File: src/rtl/dif_prod_imp_unit.sv
// ---------------------------------------------------------------------------
// dif_prod_imp_unit
//
// Purpose:
//   Three arithmetic paths sharing one pair of signed operands:
//     - difference n1-n2, registered with 1-cycle latency, overflow flag
//     - product n1*n2 (low W bits of the full 2W-bit product), registered
//       with 1-cycle latency, overflow flag
//     - quotient n1/n2 from a sequential restoring divider (IDLE/RUN/DONE),
//       W+1 cycles latency, truncation toward zero, error flag for a zero
//       divisor or the -2^(W-1)/-1 case
//
// Ports:
//   clk            rising-edge clock
//   rst            asynchronous, active-low reset
//   n1, n2         signed operands (W bits)
//   valid_in       operands valid, sampled on the rising edge
//   d_out_dif      registered difference         (+ ovrflow_dif,  valid_out_dif)
//   d_out_prod     registered product, low W bits (+ ovrflow_prod, valid_out_prod)
//   d_out_imp      registered quotient           (+ err_imp,      valid_out_imp)
//   busy_imp       divider is in RUN or DONE; new divider requests ignored
//   d_rem_imp      remainder, sign of the dividend (only with DIV_REMAINDER_EN)
//
// Configuration:
//   DIV_REMAINDER_EN  when defined, adds the d_rem_imp output and its logic.
// ---------------------------------------------------------------------------
module dif_prod_imp_unit #(
    parameter int W = 28
) (
    input  logic                clk,
    input  logic                rst,
    input  logic signed [W-1:0] n1,
    input  logic signed [W-1:0] n2,
    input  logic                valid_in,
    output logic signed [W-1:0] d_out_dif,
    output logic                valid_out_dif,
    output logic                ovrflow_dif,
    output logic signed [W-1:0] d_out_prod,
    output logic                valid_out_prod,
    output logic                ovrflow_prod,
    output logic signed [W-1:0] d_out_imp,
    output logic                valid_out_imp,
    output logic                err_imp,
    output logic                busy_imp
`ifdef DIV_REMAINDER_EN
    ,
    output logic signed [W-1:0] d_rem_imp
`endif
);

    // Iteration counter runs 0..W-1 while in RUN.
    localparam int            CW       = $clog2(W + 1);
    localparam logic [CW-1:0] CNT_LAST = CW'(W - 1);
    localparam logic [W-1:0]  MIN_VAL  = {1'b1, {(W-1){1'b0}}};

    typedef enum logic [1:0] {
        IDLE = 2'd0,
        RUN  = 2'd1,
        DONE = 2'd2
    } state_t;

    // -----------------------------------------------------------------------
    // Difference / product path state
    // -----------------------------------------------------------------------
    logic signed [W-1:0] dif_d,      dif_q;
    logic                ovf_dif_d,  ovf_dif_q;
    logic signed [W-1:0] prod_d,     prod_q;
    logic                ovf_prod_d, ovf_prod_q;
    logic                pulse_dp_d, pulse_dp_q;

    logic signed [W-1:0]   diff;
    logic signed [2*W-1:0] n1_x;
    logic signed [2*W-1:0] n2_x;
    logic signed [2*W-1:0] prod_full;
    logic        [W:0]     prod_upper;

    // -----------------------------------------------------------------------
    // Divider state
    // -----------------------------------------------------------------------
    state_t              state_d,   state_q;
    logic [CW-1:0]       cnt_d,     cnt_q;
    logic [W-1:0]        quo_d,     quo_q;    // dividend shifts out, quotient shifts in
    logic [W-1:0]        rem_d,     rem_q;    // partial remainder magnitude
    logic [W-1:0]        dvsr_d,    dvsr_q;   // divisor magnitude
    logic                q_neg_d,   q_neg_q;
    logic                zero_d,    zero_q;   // divisor was zero
    logic                ovf_div_d, ovf_div_q; // -2^(W-1) / -1
    logic signed [W-1:0] imp_d,     imp_q;
    logic                err_d,     err_q;
    logic                vimp_d,    vimp_q;
`ifdef DIV_REMAINDER_EN
    logic                r_neg_d,   r_neg_q;
    logic signed [W-1:0] rem_out_d, rem_out_q;
`endif

    logic [W-1:0] n1_mag;
    logic [W-1:0] n2_mag;
    logic [W:0]   rem_sh;
    logic [W:0]   rem_sub;

    // -----------------------------------------------------------------------
    // Difference and product: next-state logic
    // -----------------------------------------------------------------------
    // NOTE: every variable gets a default at the top of always_comb so no
    // path leaves it unassigned; otherwise a latch would be inferred.
    always_comb begin
        dif_d      = dif_q;
        ovf_dif_d  = ovf_dif_q;
        prod_d     = prod_q;
        ovf_prod_d = ovf_prod_q;
        pulse_dp_d = valid_in;

        diff       = n1 - n2;
        n1_x       = {{W{n1[W-1]}}, n1};
        n2_x       = {{W{n2[W-1]}}, n2};
        prod_full  = n1_x * n2_x;
        prod_upper = prod_full[2*W-1:W-1];

        if (valid_in) begin
            dif_d      = diff;
            // Overflow only possible when the operand signs differ.
            ovf_dif_d  = (n1[W-1] != n2[W-1]) && (diff[W-1] != n1[W-1]);
            prod_d     = prod_full[W-1:0];
            // Fits in W signed bits only if the top W+1 bits are a pure
            // sign extension.
            ovf_prod_d = !((&prod_upper) || (~|prod_upper));
        end
    end

    // -----------------------------------------------------------------------
    // Divider: next-state and datapath logic
    // -----------------------------------------------------------------------
    always_comb begin
        state_d   = state_q;
        cnt_d     = cnt_q;
        quo_d     = quo_q;
        rem_d     = rem_q;
        dvsr_d    = dvsr_q;
        q_neg_d   = q_neg_q;
        zero_d    = zero_q;
        ovf_div_d = ovf_div_q;
        imp_d     = imp_q;
        err_d     = err_q;
        vimp_d    = 1'b0;
`ifdef DIV_REMAINDER_EN
        r_neg_d   = r_neg_q;
        rem_out_d = rem_out_q;
`endif

        // Magnitudes are taken as unsigned W-bit values, so -2^(W-1)
        // becomes 2^(W-1) without overflowing.
        n1_mag  = n1[W-1] ? W'(-n1) : W'(n1);
        n2_mag  = n2[W-1] ? W'(-n2) : W'(n2);

        // One restoring step: shift the next dividend bit into the partial
        // remainder and try to subtract the divisor.
        rem_sh  = {rem_q, quo_q[W-1]};
        rem_sub = rem_sh - {1'b0, dvsr_q};

        unique case (state_q)
            IDLE: begin
                if (valid_in) begin
                    quo_d     = n1_mag;
                    rem_d     = '0;
                    dvsr_d    = n2_mag;
                    cnt_d     = '0;
                    q_neg_d   = n1[W-1] ^ n2[W-1];
                    zero_d    = (n2 == '0);
                    ovf_div_d = (n1 == MIN_VAL) && (n2 == '1);
`ifdef DIV_REMAINDER_EN
                    r_neg_d   = n1[W-1];
`endif
                    // A zero divisor has nothing to iterate on.
                    state_d   = (n2 == '0) ? DONE : RUN;
                end
            end

            RUN: begin
                if (rem_sub[W]) begin
                    // Borrow: divisor did not fit, keep the shifted value.
                    rem_d = rem_sh[W-1:0];
                    quo_d = {quo_q[W-2:0], 1'b0};
                end else begin
                    rem_d = rem_sub[W-1:0];
                    quo_d = {quo_q[W-2:0], 1'b1};
                end

                if (cnt_q == CNT_LAST) begin
                    state_d = DONE;
                end else begin
                    cnt_d = cnt_q + CW'(1);
                end
            end

            DONE: begin
                vimp_d  = 1'b1;
                state_d = IDLE;
                if (zero_q) begin
                    imp_d = '0;
                    err_d = 1'b1;
                end else if (ovf_div_q) begin
                    imp_d = MIN_VAL;
                    err_d = 1'b1;
                end else begin
                    imp_d = q_neg_q ? -quo_q : quo_q;
                    err_d = 1'b0;
                end
`ifdef DIV_REMAINDER_EN
                if (zero_q || ovf_div_q) begin
                    rem_out_d = '0;
                end else begin
                    rem_out_d = r_neg_q ? -rem_q : rem_q;
                end
`endif
            end

            default: begin
                state_d = IDLE;
            end
        endcase
    end

    // -----------------------------------------------------------------------
    // State registers
    // -----------------------------------------------------------------------
    // NOTE: sequential state uses non-blocking assignments so every flop
    // samples its _d value from before the edge, independent of order.
    // NOTE: the divider's working registers are reset as well, so a
    // division aborted by reset leaves no stale partial result behind.
    always_ff @(posedge clk or negedge rst) begin
        if (!rst) begin
            dif_q      <= '0;
            ovf_dif_q  <= 1'b0;
            prod_q     <= '0;
            ovf_prod_q <= 1'b0;
            pulse_dp_q <= 1'b0;
            state_q    <= IDLE;
            cnt_q      <= '0;
            quo_q      <= '0;
            rem_q      <= '0;
            dvsr_q     <= '0;
            q_neg_q    <= 1'b0;
            zero_q     <= 1'b0;
            ovf_div_q  <= 1'b0;
            imp_q      <= '0;
            err_q      <= 1'b0;
            vimp_q     <= 1'b0;
`ifdef DIV_REMAINDER_EN
            r_neg_q    <= 1'b0;
            rem_out_q  <= '0;
`endif
        end else begin
            dif_q      <= dif_d;
            ovf_dif_q  <= ovf_dif_d;
            prod_q     <= prod_d;
            ovf_prod_q <= ovf_prod_d;
            pulse_dp_q <= pulse_dp_d;
            state_q    <= state_d;
            cnt_q      <= cnt_d;
            quo_q      <= quo_d;
            rem_q      <= rem_d;
            dvsr_q     <= dvsr_d;
            q_neg_q    <= q_neg_d;
            zero_q     <= zero_d;
            ovf_div_q  <= ovf_div_d;
            imp_q      <= imp_d;
            err_q      <= err_d;
            vimp_q     <= vimp_d;
`ifdef DIV_REMAINDER_EN
            r_neg_q    <= r_neg_d;
            rem_out_q  <= rem_out_d;
`endif
        end
    end

    // -----------------------------------------------------------------------
    // Outputs
    // -----------------------------------------------------------------------
    assign d_out_dif      = dif_q;
    assign ovrflow_dif    = ovf_dif_q;
    assign valid_out_dif  = pulse_dp_q;
    assign d_out_prod     = prod_q;
    assign ovrflow_prod   = ovf_prod_q;
    assign valid_out_prod = pulse_dp_q;
    assign d_out_imp      = imp_q;
    assign err_imp        = err_q;
    assign valid_out_imp  = vimp_q;
    assign busy_imp       = (state_q != IDLE);
`ifdef DIV_REMAINDER_EN
    assign d_rem_imp      = rem_out_q;
`endif

endmodule

File: config.mk
export PLATFORM = sky130hd
export DESIGN_NAME = dif_prod_imp_unit
export DESIGN_NICKNAME = d
export VERILOG_FILES = /design/src/rtl/dif_prod_imp_unit.sv
export SDC_FILE = /design/constraint.sdc
export NUM_CORES = 2
export LEC_CHECK = 0
export CELL_PAD_IN_SITES_DETAIL_PLACEMENT = 1
export CELL_PAD_IN_SITES_GLOBAL_PLACEMENT = 1
export CORE_UTILIZATION = 33
export CTS_BUF_LIST = sky130_fd_sc_hd__clkbuf_4 sky130_fd_sc_hd__clkbuf_8
export DETAILED_ROUTE_END_ITERATION = 12
export GPL_TIMING_DRIVEN = 0
export PLACE_DENSITY_LB_ADDON = 0.05
export SLEW_MARGIN = 20
export SYNTH_ARGS = -nofsm -noshare
export SYNTH_HDL_FRONTEND = slang
export SYNTH_SLANG_ARGS = --single-unit
File: constraint.sdc
create_clock -name clk -period 6.85 [get_ports clk]
set_input_delay 1.0275 -clock clk [delete_from_list [all_inputs] [get_ports clk]]
set_output_delay 1.0275 -clock clk [all_outputs]
set_load 0.02 [all_outputs]
==> summary.md <==
| Metric | Value |
|---|---|
| GR Overflow Total | `0` |
| Initial detailed-routing violation count | `1,718` |
| Die Width | `348 µm` |
| Final wirelength | `168,000 µm` |
| Layout cell share with drive strength beyond 1 | `0.153` |
| Port bufs | `148` |
| Sequential cell area | `4580 µm²` |
| Synth top area share | `0.418` |
| Peak Freq | `116 MHz` |
| Most frequent cells in the layout | `fa_1, inv_1, nand2_1, and2_1, ha_1` |
| Post-Synthesis Cells | `4,220` |
| Final hold vios | `0` |
| GPL Wtd Cong | `0.978` |
| # rows | `126` |
| Vias post-DR | `31,687` |
| Final Max Tran Viols | `0` |
| Total negative slack | `-2.54 ns` |
| # fillers | `13,307` |
| Worst skew pair latency | `0.65 ns` |
| Hold crit path type | `input port to asynchronous set/reset pin` |
| Worst Max-Slew Pin Slew | `1.09 ns` |
| Utilization after layout | `0.410` |
| CTS tree | `yes` |
| Max-Cap Viols | `0` |
| H-Tree Depth | `4` |
| Yosys top cell by area | `fa_1` |
| Num CTS Buffers | `17` |
| Synth warnings | `0` |
| Outcome | `finished with violations` |
| Slew HR | `0.274` |
| Failing checks | `setup timing` |
| Die Y | `348 µm` |
| Post-layout min period | `8.59 ns` |
| Period utilisation layout | `1.25` |
| Most used cell along the critical path | `fa_1` |
| Initial antenna violation count | `16` |
| Fin nets | `5,708` |
| CP max FO | `10` |
| Largest net degree at the start of global routing | `87` |
| Startpoint Class | `input port` |
| Largest cells by area after synthesis | `fa_1, dfrtp_1, ha_1` |
| Synth-to-layout area growth | `22.9%` |
| Setup Viol. Count Final | `5` |
| Final Skew | `0.0389 ns` |
| Top FF cell, synth | `dfrtp_1` |
| Die ar. | `121,000 µm²` |
| CP Data Required Time | `7.41 ns` |
| Clock transition at path regs | `0.16 ns` |
| Residual DRC count | `0` |
| RSZ-0062 raised after global routing | `yes` |
| CTS Buffer Depth | `2` |
| Footprint of the multi-input gates | `32,600 µm²` |
| DPL Wire Length | `137,000 µm` |
| Crit end category | `flip-flop` |
| Worst endpoint data arrival time | `9.15 ns` |
| Vias in the first global route | `35,076` |
| Place WS | `-5.32 ns` |
| Net Count, Synth | `5,377` |
| DR WL/cell | `27.2 µm` |
| Yosys reg bits | `183` |
| Synth async-reset ratio | `1.00` |
| Clk sink count | `183` |
| Root Driver | `clkbuf_8` |
| Register area share after synthesis | `0.116` |
| IO Pins | `150` |
| Setup Crit Path Kind | `input port to flip-flop` |
| First-pass GRT wire length | `248,000 µm` |
| Core area | `118,000 µm²` |
| Mean post-synth cell area | `9.37 µm²` |
| Initial DRT Pass Iterations | `7` |
| Post-Syn Area | `39,500 µm²` |
| Number of synthesized flops with an enable pin | `0` |
| Most common cell after layout, fill and taps aside | `fa_1` |
| Via-to-Cell Ratio | `5.14` |
| Largest stage delay on the critical path | `0.62 ns` |
| Setup slack after layout | `-1.74 ns` |
| Slowest library cell on the worst path | `or4_4` |
| Worst R2R Setup Slack | `2.42 ns` |
| GRT Total Usage | `0.285` |
| Antenna Nets Post-Route | `0` |
| Starting Density | `0.334` |
| Synth cell types | `81` |
## cell families after synthesis
group,after synthesis,synth area share
compound gates,480,0.0764
fa+ha+maj,1098,0.504
flops,183,0.116
xor+xnor,185,0.0410
simple gates,1257,0.151
mux,82,0.0224
buf+inv,935,0.0894
## area by class of cell
class                      instances  area share
antenna                            5    0.000257
buffer                           217      0.0655
clock buffer                      17     0.00481
clock inverter                    15     0.00435
inverter                         710      0.0567
multi-input combinational       3102       0.671
sequential                       183      0.0942
tap                             1600      0.0412
timing repair buffer             320      0.0616
## path summary, 6_finish.rpt
check	cells past startpoint	from	to
max reg2reg	16	quo_q[27]	rem_q[15]
max	29	n2[17]	ovrflow_prod
min	1	rst	d_out_prod[20]
max in group asynchronous	3	rst	d_out_dif[22]
min reg2reg	2	dvsr_q[2]	dvsr_q[2]
min in group clk	2	dvsr_q[2]	dvsr_q[2]
## sequential cells by signal, summed over array words and instances, names as in the netlist, 2 cells and up
name / flops
rem_q: 28
d_out_imp: 28
state_q: 2
cnt_q: 5
quo_q: 28
dvsr_q: 28
d_out_dif: 28
d_out_prod: 28
## metrics by stage
step | hold slack, ns | cell area (µm²) | cells
after floorplan | 0.443 | 40500 | 4220
after global placement | 0.472 | 44000 | 5968
after detailed placement | 0.472 | 44000 | 5971
after CTS | 0.168 | 48400 | 6158
after global routing | 0.212 | 48600 | 6167
final | 0.252 | 48600 | 6169
## synth_stat cells (4+ instances only)
library cell / n
xor2_1: 66
a22oi_1: 25
nand2b_1: 40
o41ai_1: 10
o211ai_1: 7
o21bai_1: 15
a21oi_1: 89
nor2_1: 147
nor4_1: 12
xnor2_1: 119
inv_1: 703
nor3_1: 34
ha_1: 273
fa_1: 825
or4_1: 8
clkbuf_1: 211
and2_1: 273
buf_1: 10
o21ai_0: 173
o22ai_1: 4
o21ai_1: 8
a21o_1: 32
and4_1: 4
a21boi_1: 4
a211oi_1: 14
mux2_2: 52
mux2i_1: 30
and3_1: 14
dfrtp_1: 183
nand2_1: 605
nor2b_1: 22
a31oi_1: 13
nand3_1: 30
or3_1: 21
o21a_1: 16
o31ai_1: 29
nand4_1: 27
or2_2: 6
## critical path: cells and delay by family
family                   cells  cell delay [ns]
XOR/XNOR                     1             0.16
buffers and inverters        7             1.03
adder cells (fa/ha/maj)      9             4.18
AND/OR/NAND/NOR              8             1.87
AO/OA/AOI/OAI                4             0.86
## layer usage
layer / global-route usage / vias to the layer above / wire (µm)
li1: - / 13705 / -
met1: 0.375 / 16930 / 71700
met2: 0.474 / 807 / 80900
met3: 0.0411 / 241 / 8250
met4: 0.108 / 4 / 7230
met5: 0 / - / 23
## what timing repair did
item,CTS,global route
endpoints found under the setup margin,19,9
gates cloned,1,0
hold buffers,0,0
resized for setup,784,36
buffers inserted,162,6
pin swaps,108,13
Power is left out: the tool's default activity adds up to more than one toggle a clock period on the data nets, which glitch-free logic cannot reach.
